==> src/rtl/bit_serial_alu_pkg.sv <==
// Shared op codes and FSM state encoding for the bit-serial ALU.
package bit_serial_alu_pkg;

  localparam logic [2:0] OP_AND = 3'b000;
  localparam logic [2:0] OP_OR  = 3'b001;
  localparam logic [2:0] OP_XOR = 3'b010;
  localparam logic [2:0] OP_NOR = 3'b011;
  localparam logic [2:0] OP_ADD = 3'b100;
  localparam logic [2:0] OP_SUB = 3'b101;
  localparam logic [2:0] OP_SLT = 3'b110;
  localparam logic [2:0] OP_RSV = 3'b111;

  localparam logic [1:0] ST_IDLE = 2'd0;
  localparam logic [1:0] ST_RUN  = 2'd1;
  localparam logic [1:0] ST_DONE = 2'd2;

  // SUB and SLT both compute A + ~B + 1, so B is inverted and carry-in starts at 1.
  function automatic logic op_inverts_b(input logic [2:0] op);
    return (op == OP_SUB) || (op == OP_SLT);
  endfunction

  function automatic logic op_is_arith(input logic [2:0] op);
    return (op == OP_ADD) || (op == OP_SUB);
  endfunction

endpackage

==> src/rtl/bit_serial_alu_bit_slice.sv <==
// Combinational 1-bit ALU slice; the serial datapath pushes one bit per cycle through it.
module alu_bit_slice
  import bit_serial_alu_pkg::*;
(
  input  logic [2:0] op,
  input  logic       a,
  input  logic       b,
  input  logic       cin,
  output logic       y,
  output logic       cout
);

  logic w_b;
  logic w_sum;
  logic w_cy;

  always_comb begin
    w_b   = op_inverts_b(op) ? ~b : b;
    w_sum = a ^ w_b ^ cin;
    w_cy  = (a & w_b) | (a & cin) | (w_b & cin);
  end

  always_comb begin
    y    = 1'b0;
    cout = 1'b0;
    case (op)
      OP_AND: y = a & b;
      OP_OR:  y = a | b;
      OP_XOR: y = a ^ b;
      OP_NOR: y = ~(a | b);
      OP_ADD, OP_SUB, OP_SLT: begin
        y    = w_sum;
        cout = w_cy;
      end
      default: begin
        y    = 1'b0;
        cout = 1'b0;
      end
    endcase
  end

endmodule

==> src/rtl/bit_serial_alu.sv <==
// Bit-serial ALU: accepts one operation, processes it LSB first over WIDTH cycles,
// then holds result and flags until the consumer acknowledges.
module bit_serial_alu
  import bit_serial_alu_pkg::*;
#(
  parameter int WIDTH = 32
)(
  input  logic             clk,
  input  logic             rst_n,
  input  logic             in_valid,
  output logic             in_ready,
  input  logic [2:0]       op,
  input  logic [WIDTH-1:0] a,
  input  logic [WIDTH-1:0] b,
  output logic             out_valid,
  input  logic             out_ready,
  output logic [WIDTH-1:0] result,
  output logic             carry,
  output logic             overflow,
  output logic             zero
);

  localparam int CNT_W = $clog2(WIDTH);
  localparam logic [CNT_W-1:0] LAST_BIT = CNT_W'(WIDTH - 1);

  logic [1:0]       r_state;
  logic [CNT_W-1:0] r_cnt;
  logic [WIDTH-1:0] r_a;
  logic [WIDTH-1:0] r_b;
  logic [2:0]       r_op;
  logic             r_cin;
  logic [WIDTH-1:0] r_result;
  logic             r_carry;
  logic             r_overflow;
  logic             r_zero;

  logic             w_y;
  logic             w_cout;
  logic             w_last;
  logic             w_ovf;
  logic [WIDTH-1:0] w_shifted;
  logic [WIDTH-1:0] w_final;

  alu_bit_slice u_slice (
    .op   (r_op),
    .a    (r_a[0]),
    .b    (r_b[0]),
    .cin  (r_cin),
    .y    (w_y),
    .cout (w_cout)
  );

  assign w_last    = (r_cnt == LAST_BIT);
  assign w_ovf     = r_cin ^ w_cout;
  assign w_shifted = {w_y, r_result[WIDTH-1:1]};

  // On the MSB cycle SLT collapses to a single bit: sign of A-B corrected by overflow.
  always_comb begin
    w_final = w_shifted;
    if (r_op == OP_SLT) begin
      w_final    = '0;
      w_final[0] = w_y ^ w_ovf;
    end
  end

  always_ff @(posedge clk or negedge rst_n) begin
    if (!rst_n) begin
      r_state    <= ST_IDLE;
      r_cnt      <= '0;
      r_a        <= '0;
      r_b        <= '0;
      r_op       <= OP_AND;
      r_cin      <= 1'b0;
      r_result   <= '0;
      r_carry    <= 1'b0;
      r_overflow <= 1'b0;
      r_zero     <= 1'b0;
    end else begin
      case (r_state)
        ST_IDLE: begin
          if (in_valid) begin
            r_a     <= a;
            r_b     <= b;
            r_op    <= op;
            r_cin   <= op_inverts_b(op);
            r_cnt   <= '0;
            r_state <= ST_RUN;
          end
        end
        ST_RUN: begin
          r_a   <= r_a >> 1;
          r_b   <= r_b >> 1;
          r_cin <= w_cout;
          r_cnt <= r_cnt + CNT_W'(1);
          if (w_last) begin
            r_result   <= w_final;
            r_carry    <= op_is_arith(r_op) & w_cout;
            r_overflow <= op_is_arith(r_op) & w_ovf;
            r_zero     <= (w_final == '0);
            r_state    <= ST_DONE;
          end else begin
            r_result <= w_shifted;
          end
        end
        ST_DONE: begin
          if (out_ready) begin
            r_state <= ST_IDLE;
          end
        end
        default: r_state <= ST_IDLE;
      endcase
    end
  end

  assign in_ready  = (r_state == ST_IDLE);
  assign out_valid = (r_state == ST_DONE);
  assign result    = r_result;
  assign carry     = r_carry;
  assign overflow  = r_overflow;
  assign zero      = r_zero;

endmodule
==> config.mk <==
export PLATFORM = sky130hd
export DESIGN_NAME = bit_serial_alu
export DESIGN_NICKNAME = d
export VERILOG_FILES = /design/src/rtl/bit_serial_alu_pkg.sv /design/src/rtl/bit_serial_alu_bit_slice.sv /design/src/rtl/bit_serial_alu.sv
export SDC_FILE = /design/constraint.sdc
export NUM_CORES = 1
export LEC_CHECK = 0
export CAP_MARGIN = 10
export CORE_MARGIN = 5
export CORE_UTILIZATION = 29
export DETAILED_ROUTE_END_ITERATION = 10
export PLACE_DENSITY_LB_ADDON = 0.2
export SLEW_MARGIN = 40
export SYNTH_ARGS = -nofsm -noshare
export SYNTH_HDL_FRONTEND = slang
export SYNTH_SLANG_ARGS = --single-unit
==> constraint.sdc <==
create_clock -name clk -period 6 [get_ports clk]
set_input_delay 1.2 -clock clk [delete_from_list [all_inputs] [get_ports clk]]
set_output_delay 1.2 -clock clk [all_outputs]
set_load 0.03 [all_outputs]
After elaboration in Yosys (flattened, before gate mapping)
Cells that the tools add are included.
{"block": "classes", "n_addsub": 1, "mul": 0, "div": 0, "magnitude_cmp": 0, "n_eq_ne": 14, "shifts": 0, "mux": 17, "bitwise": 16, "reduce_logical": 12}
{"operator": "2-to-1 mux 32 bit", "count": 4}
{"operator": "case mux 32 bit (2 select lines)", "count": 2}
{"operator": "logical NOT 32 bit", "count": 1}
{"operator": "equality test 3 bit, second input constant", "count": 5}
{"operator": "case mux 5 bit (2 select lines)", "count": 1}
{"operator": "AND 1 bit", "count": 6}
{"operator": "equality test 3 x 2 -> 1 bit, second input constant", "count": 2}
{"operator": "2-to-1 mux 2 bit", "count": 3}
{"operator": "case mux 2 bit (3 select lines)", "count": 1}
{"operator": "AND reduction 2 bit", "count": 3}
{"operator": "adder 5 x 1 -> 5 bit, second input constant", "count": 1}
{"operator": "equality test 5 bit, second input constant", "count": 1}
{"operator": "2-to-1 mux 5 bit", "count": 1}
{"operator": "case mux 1 bit (5 select lines)", "count": 1}
{"operator": "bitwise XOR 1 bit", "count": 5}
{"operator": "!= test 2 bit, second input constant", "count": 2}
{"operator": "equality test 3 x 1 -> 1 bit, second input constant", "count": 1}
{"operator": "logical NOT 3 bit", "count": 1}
{"operator": "logical OR 1 bit", "count": 3}
{"operator": "2-to-1 mux 1 bit", "count": 3}
{"operator": "OR 1 bit", "count": 3}
{"operator": "AND reduction 3 bit", "count": 1}
{"operator": "OR reduction 3 bit", "count": 1}
{"operator": "equality test 2 x 1 -> 1 bit, second input constant", "count": 1}
{"operator": "other kinds (6)", "count": 7}
{"block": "word_totals", "register_bits": 110, "latchBits": 0, "mem_bits_rw": 0, "rom_bits": 0, "output_inout_bits": 37, "memories": 0}

Longest topological paths before layout
Gate-level depths: netlist of run 1.
{"block": "depth", "ltp_word": 11, "mapped_depth": 9, "mapped_depth_nobuf": 8}

Modules after synthesis
Synthesis of run 1 repeated with hierarchy kept, for this count alone.
{"block": "unflattened", "hier_cells": 512, "hier_area_um2": 4837.1}
{"mod": "bit_serial_alu", "n_inst": 1, "cells_each": 495, "area_per_inst_um2": 4705.8}
{"mod": "alu_bit_slice", "n_inst": 1, "cells_each": 17, "area_per_inst_um2": 131.4}

Least setup slack after synthesis of run 1
OpenSTA, ideal clock, no wires.
{"block": "synth_path", "kind": "flip-flop to flip-flop", "startpoint": "register r_op[1]", "endpoint": "register r_zero (netlist: zero)", "arrival_ps": 2185, "required_ps": 5935, "slack_ps": 3750, "stages_incl_launch_ff": 10, "path_cell_list": "dfrtp_1 -> buf_2 -> xor2_1 -> nand2_1 -> xnor2_1 -> fa_1 -> and4_4 -> or4_1 -> mux2i_1 -> o221a_2"}
{"block": "synth_via", "elab_chain_len": 11, "elab_cells_between_ends": 22, "cone_classes": "eq/ne: 6; mux: 4; bitwise: 8; reduce/logical: 4"}
{"item": "from (decl)", "line_no": "bit_serial_alu.sv:30", "source": "logic [2:0] r_op;"}
{"item": "from (signal assigned)", "line_no": "bit_serial_alu.sv:84", "source": "r_op <= op;"}
{"item": "equality test 3 bit (on tied branches)", "line_no": "bit_serial_alu_pkg.sv:19, bit_serial_alu_bit_slice.sv:26, bit_serial_alu.sv:60"}
{"item": "logical OR 1 bit", "line_no": "bit_serial_alu_pkg.sv:19", "source": "return (op == OP_SUB) || (op == OP_SLT);"}
{"item": "2-to-1 mux 1 bit", "line_no": "bit_serial_alu_bit_slice.sv:18", "source": "w_b = op_inverts_b(op) ? ~b : b;"}
{"item": "AND 1 bit", "line_no": "bit_serial_alu_bit_slice.sv:20", "source": "w_cy = (a & w_b) | (a & cin) | (w_b & cin);"}
{"item": "OR 1 bit (2 in a row)", "line_no": "bit_serial_alu_bit_slice.sv:20"}
{"item": "2-to-1 mux 1 bit", "line_no": "bit_serial_alu_bit_slice.sv:26", "source": "case (op)"}
{"item": "bitwise XOR 1 bit", "line_no": "bit_serial_alu.sv:54", "source": "assign w_ovf = r_cin ^ w_cout;"}
{"item": "bitwise XOR 1 bit", "line_no": "bit_serial_alu.sv:62", "source": "w_final[0] = w_y ^ w_ovf;"}
{"item": "2-to-1 mux 32 bit (*)", "line_no": "bit_serial_alu.sv:60", "source": "if (r_op == OP_SLT) begin"}
{"item": "logical NOT 32 bit (*)", "line_no": "bit_serial_alu.sv:99", "source": "r_zero <= (w_final == '0);"}
{"item": "to (signal assigned)", "line_no": "bit_serial_alu.sv:99"}
{"item": "to (decl)", "line_no": "bit_serial_alu.sv:35", "source": "logic r_zero;"}
Every way passes the cells marked *; elsewhere a longest branch is shown, timed or not.
A chain may end at the register's enable or synchronous reset.

Worst setup path after layout of run 1
{"block": "layout_path", "startpoint": "register r_state[1]", "endpoint": "output in_ready"}
{"block": "layout_via", "elab_chain_len": 1}
{"item": "from (decl)", "line_no": "bit_serial_alu.sv:26", "source": "logic [1:0] r_state;"}
{"item": "from (signal assigned)", "line_no": "bit_serial_alu.sv:68", "source": "r_state <= ST_IDLE;"}
{"item": "from (signal assigned)", "line_no": "bit_serial_alu.sv:87", "source": "r_state <= ST_RUN;"}
{"item": "from (signal assigned)", "line_no": "bit_serial_alu.sv:100", "source": "r_state <= ST_DONE;"}
{"item": "logical NOT 2 bit", "line_no": "bit_serial_alu.sv:115", "source": "assign in_ready = (r_state == ST_IDLE);"}
{"item": "to (decl)", "line_no": "bit_serial_alu.sv:11", "source": "output logic in_ready,"}
No other way between the ends.

==> flow_summary_export.csv, run 1 <==
group,metric,value,unit
place,gp_congestion,0.770,
timing,tightest_slew,660,ps
drt,route.detailed.drc,0,
drt,wirelength,11800,um
place,dpl-instance-area,0.00596,mm^2
cts,clk_pin_slew,80,ps
logic_synthesis,ys_seq_elements,110,
finish,final_area,0.00625,mm^2
finish,final_common_cell,"nand2_1",
logic_synthesis,netlist_top_cells_area,"dfrtp_1 59%, nand2_1 9.9%, a22oi_1 7.9%",
timing,rsz0062_at_grt,"no",
worst_setup_path,critPathCaptureType,"primary output",
power_and_ir_drop,leakage,2.81,nW
drt,ant_nets,0,
floorplanning,die_y,136,um
worst_setup_path,cp_max_fo,4,
worst_setup_path,required,4800,ps
place,dp_hpwl,7920,um
logic_synthesis,synth_top_family_by_area,"compound AO/OA/AOI/OAI gates",
logic_synthesis,netlist.top_cell.by_area,"dfrtp_1",
drt,routed_via_density,4.89,
logic_synthesis,synth_fp_nets,532,
finish,nFillCells,1589,
cts,h-tree-depth,3,
cts,cts.sinks,110,
worst_setup_path,critPathBufInv,1,
cts,clock_latency,350,ps
run,maxCapViolations,0,
worst_setup_path,path_cells,"nor2_1 > clkdlybuf4s50_1",
floorplanning,coreArea,0.0158,mm^2
logic_synthesis,synth_top_area_share,59.5,%
drt,dr.pass1.iters,4,
logic_synthesis,synthMuxAreaShare,0.216,%
logic_synthesis,syn-instance-count,456,
finish,multi_input_area,0.00175,mm^2
floorplanning,dieArea,0.0186,mm^2
cts,holdBufCountCts,0,
finish,diodes,0,
run_status,outcome,"finished clean",
worst_setup_path,criticalPathCategory,"flop to primary output",
drt,wire_per_inst,15.4,um
timing,finalSetupViolations,0,
cts,cts_setup_buffers,0,
global_route,grt_pass1_wl,19500,um
logic_synthesis,synth_cell_types,33,
logic_synthesis,synth_warnings,0,
worst_setup_path,slowest_stage,"clkdlybuf4s50_1",
worst_setup_path,crit_family,"buffers and inverters",
global_route,grt_max_degree,62,
logic_synthesis,yosys.area_share.simple,16.1,%
worst_setup_path,start_kind,"flop",
logic_synthesis,synth_xor_area_share,0.757,%
global_route,grt_usage,13.2,%
logic_synthesis,synthAdderAreaFrac,1.51,%
floorplanning,ios,108,
finish,final_util,39.7,%
timing,fmax,344,MHz
drt,vias,3766,
logic_synthesis,netlist_area,0.00463,mm^2
logic_synthesis,synth-edff-count,0,
timing,drv_slew,0,
floorplanning,rows,46,
worst_setup_path,arrival,1700,ps
logic_synthesis,syn_area_per_cell,10.1,um^2
cts,root_buffer,"clkbuf_16",
finish,seq_area,0.00275,mm^2
logic_synthesis,ys_seq_area_share,59.5,%
cts,clockBufferDepth,2,
hold_path,min_path_type,"flop to flop",
timing,clock_skew,9.82,ps
timing,period_share,48.4,%
finish,drive_gt1_share,5.78,%
finish,area_delta_synth_final,35.1,%
floorplanning,dieWidth,136,um
drt,drt-initial-drc-count,234,
global_route,grt_overflow,0,
power_and_ir_drop,p_per_area,524,mW/mm^2
floorplanning,start_util,29.3,%
finish,nNetsFinal,625,
timing,hold_violations,0,
place,io_buffers,107,
logic_synthesis,ys.flop_type,"dfrtp_1",
timing,tns,0,ps
logic_synthesis,synth_compound_area_share,18.7,%
global_route,grt_pass1_vias,3806,
timing,period_minus_slack,2900,ps
cts,cts_buffers,9,
cts,cts_tree,"built",
global_route,antenna_found_initial,1,
logic_synthesis,ys_async_sr_fraction,100,%
timing,slew_headroom,56.0,%
power_and_ir_drop,peakVddDrop,0.184,mV
finish,layout_common_cells,"122 x nand2_1, 110 x dfrtp_1, 106 x clkdlybuf4s50_1",
cts,cts.repair.resized,0,
worst_setup_path,max_stage_delay,710,ps
-- state kept, by name (all words and copies together), names as in the netlist --
name and cells:
overflow 1, zero 1, r_cnt 5, r_state 2, r_a 32, r_b 32, result 32, r_op 3
r_cin 1, carry 1
-- final cells by class --
cell class / count / area share [%]
Sequential cell: 110 / 44.0
Tap cell: 216 / 4.32
Multi-Input combinational cell: 308 / 28.0
Inverter: 6 / 0.360
Clock buffer: 9 / 3.60
Clock inverter: 7 / 1.12
Timing Repair Buffer: 114 / 18.6
-- per-layer routing --
metal	up-vias	share of wire (%)	track usage [%]	wire length (um)
met2	100	46	20.4	5460
met1	1860	47	18.1	5540
met3	14	5.4	3.11	638
li1	1790	-	-	-
met4	2	1.5	4.76	182
met5	-	0.11	0	13
-- logic make-up after synthesis --
kind of cell	Yosys count
XOR/XNOR	4
AO/OA/AOI/OAI	118
adder cells (fa/ha/maj)	5
flip-flops	110
buffers and inverters	38
AND/OR/NAND/NOR	180
multiplexers	1
-- synthesized netlist by cell type (2+ instances only) --
cell and number:
o22ai_1 13, dfrtp_1 110, buf_1 5, o21ai_0 16, nand2b_1 2, nor2_1 30
a21oi_1 4, nand3_1 6, a22o_1 30, and2_1 2, ha_1 4, nand4_1 3
nand2_1 122, buf_2 6, a211o_1 2, inv_1 6, nor2b_1 3, nor4_1 7
xor2_1 3, a22oi_1 49, clkbuf_1 21
-- where the power goes --
part / internal [W] / switching, W
Combinational: 0.000611 / 0.000742
Sequential: 0.00107 / 0.000261
Clock: 0.000292 / 0.000297
-- per-stage QoR --
| step | std cells | setup slack [ps] | hold slack (ps) | power [W] |
|---|---|---|---|---|
| 3_3_place_gp | 752 | 2380 | 458 | 0.00264 |
| 2_1_floorplan | 456 | 3750 | 446 | 0.00219 |
| 4_1_cts | 770 | 3060 | 482 | 0.00332 |
| 6_report | 770 | 3100 | 479 | 0.00328 |
| 5_1_grt | 770 | 2990 | 494 | 0.00352 |
| 3_5_place_dp | 754 | 2970 | 463 | 0.00272 |
-- worst paths after layout --
| kind | end | slack (ps) | cells after the start | startpoint |
|---|---|---|---|---|
| max reg2reg | zero | 3550 | 8 | r_op[1] |
| max in group asynchronous | r_cnt[0] | 4160 | 2 | rst_n |
| min | r_a[18] | 480 | 2 | r_a[18] |
| min reg2reg | r_a[18] | 480 | 2 | r_a[18] |
| min in group asynchronous | r_a[27] | 870 | 1 | rst_n |
| max | in_ready | 3100 | 2 | r_state[1] |
-- tightest hold or removal path, delay by kind of cell, from the launching register on --
kind          cells  cell delay [ps]
simple gates      2              100
flops             1              350
(Power assumes the default switching activity.)
==> run 2: changes to the inputs <==
clock period = 3 ns   (was 6 ns; I/O delays follow)
==> run 2 against run 1 <==
Net effect: register-to-register slack worse by 3000 ps; non-clock buffer count is 2 higher; die area stayed put; clock power is 140% higher; sequential share of layout area is 0.29 points lower; routed wire length is 2.8% lower; global-route usage is 0.37 points lower; worst hold slack worse by 250 ps; clock skew is 1.4 ps higher; combinational power is 96% higher; largest cell class unchanged.
==> flow_summary_export.csv, run 2 (synthesis results as in run 1) <==
group,metric,value,unit
drt,dr.pass1.iters,4,
finish,nNetsFinal,627,
timing,slew_headroom,59.4,%
cts,cts.sinks,110,
timing,drv_slew,0,
cts,clock_latency,350,ps
timing,finalSetupViolations,0,
place,gp_congestion,0.768,
power_and_ir_drop,p_switching,0.00252,W
floorplanning,dieArea,0.0186,mm^2
worst_setup_path,critPathBufInv,0,
cts,cts_setup_buffers,0,
worst_setup_path,crit_start,"r_op[1]",
cts,root_buffer,"clkbuf_16",
place,preCtsSetupSlack,594,ps
global_route,grt_max_degree,58,
cts,clockBufferDepth,2,
timing,tns,0,ps
worst_setup_path,r2r_cells,8,
drt,route.detailed.drc,0,
global_route,grt_pass1_vias,3709,
worst_setup_path,required,3290,ps
drt,routed_via_density,4.79,
worst_setup_path,criticalPathCategory,"flop to flop",
global_route,antenna_found_initial,0,
finish,final_common_cell,"nand2_1",
timing,period_minus_slack,2440,ps
finish,drive_gt1_share,6.12,%
run,maxCapViolations,0,
power_and_ir_drop,leakage,2.84,nW
global_route,grt_usage,12.8,%
worst_setup_path,r2r_slack,560,ps
timing,clock_skew,11.2,ps
hold_path,min_path_type,"primary input to asynchronous set/reset pin",
finish,nFillCells,1590,
floorplanning,die_y,136,um
cts,holdBufCountCts,0,
floorplanning,ios,108,
worst_setup_path,cp_num_cells,8,
place,io_buffers,107,
worst_setup_path,crit_family,"simple AND/OR/NAND/NOR gates",
timing,tightest_slew,610,ps
power_and_ir_drop,p_seq_share,39.7,%
worst_setup_path,endpoint,"zero",
power_and_ir_drop,p_per_area,1060,mW/mm^2
place,dp_hpwl,7920,um
power_and_ir_drop,power.internal,0.00418,W
timing,rsz0062_at_grt,"no",
cts,cts_buffers,9,
power_and_ir_drop,clock_power_share,20.8,%
power_and_ir_drop,peakVddDrop,0.437,mV
timing,fmax,411,MHz
floorplanning,rows,46,
floorplanning,dieWidth,136,um
timing,hold_violations,0,
worst_setup_path,r2r-end,"zero",
worst_setup_path,start_kind,"flop",
global_route,grt_overflow,0,
worst_setup_path,cp_max_fo,8,
finish,diodes,0,
worst_setup_path,arrival,2720,ps
cts,cts.repair.resized,0,
worst_setup_path,critPathCaptureType,"flop",
worst_setup_path,path_cells,"xor2_1 > nand2_1 > xnor2_1 > fa_1 > and4_4 > or4_1 > mux2i_1 > o221a_2",
worst_setup_path,max_stage_delay,500,ps
worst_setup_path,slowest_stage,"dfrtp_1",
drt,vias,3701,
drt,wire_per_inst,14.9,um
floorplanning,start_util,29.3,%
timing,period_share,81.2,%
global_route,grt_pass1_wl,18900,um
power_and_ir_drop,p_sw_share,37.6,%
cts,cts_tree,"built",
drt,ant_nets,0,
worst_setup_path,rr_startpoint,"r_op[1]",
cts,h-tree-depth,3,
finish,area_delta_synth_final,36.0,%
run_status,outcome,"finished clean",
floorplanning,coreArea,0.0158,mm^2
finish,layout_common_cells,"122 x nand2_1, 110 x dfrtp_1, 106 x clkdlybuf4s50_1",
drt,wirelength,11500,um
cts,clk_pin_slew,70,ps
timing,worst_slack,564,ps
drt,drt-initial-drc-count,162,
power_and_ir_drop,pwr-share-comb,39.5,%
-- run 2: cell count changes in the layout (fill, tap and decap cells not counted), moves of 2 or more --
cell       before  now
buf_4           5    9
bufinv_16       0    3
clkinv_4        4    0
inv_6           0    2
buf_16          2    0
-- run 2: final cells by class --
type	count	area (um^2)	area share (%)
clock inverter	6	115	1.83
clock buffer	10	239	3.80
multi-input combinational	308	1750	27.8
sequential	110	2750	43.7
inverter	6	22.5	0.358
timing repair buffer	116	1150	18.2
tap	216	270	4.29
-- run 2: power by group through the flow --
| stage | combinational, W | sequential [W] | clock [W] |
|---|---|---|---|
| after global placement | 0.00263 | 0.00267 | 0 |
| after floorplan | 0.00147 | 0.00292 | 0 |
| after CTS | 0.00269 | 0.00266 | 0.00146 |
| final | 0.00264 | 0.00266 | 0.00139 |
| after detailed placement | 0.00269 | 0.00269 | 0 |
| after global routing | 0.00295 | 0.00275 | 0.00151 |
-- run 2: worst min-delay path by stage --
| stage | endpoint | slack, ps | cells after the start |
|---|---|---|---|
| 2_1_floorplan | carry | 300 | 0 |
| 3_3_place_gp | r_b[15] | 460 | 2 |
| 6_report | r_b[3] | 230 | 1 |
| 4_1_cts | r_b[2] | 240 | 1 |
| 3_5_place_dp | r_b[25] | 460 | 2 |
| 5_1_grt | r_b[3] | 260 | 1 |
-- run 2: per-layer routing --
| layer | vias to the layer above | global-route usage (%) | wire, um |
|---|---|---|---|
| met1 | 1811 | 17.2 | 5380 |
| met5 | - | 0 | 0 |
| li1 | 1798 | - | - |
| met3 | 10 | 4.48 | 666 |
| met2 | 82 | 20.0 | 5340 |
| met4 | 0 | 3.08 | 118 |
-- run 2: metrics by stage --
stage          cell area, um^2  total power [W]  cells  util [%]  hold WS (ps)
2_1_floorplan             4630          0.00438    456         -           304
3_3_place_gp              5940          0.00530    756      37.7           458
3_5_place_dp              5940          0.00537    756      37.7           463
4_1_cts                   6300          0.00681    772      39.9           240
5_1_grt                   6300          0.00721    772      39.9           260
6_report                  6300          0.00670    772      39.9           231
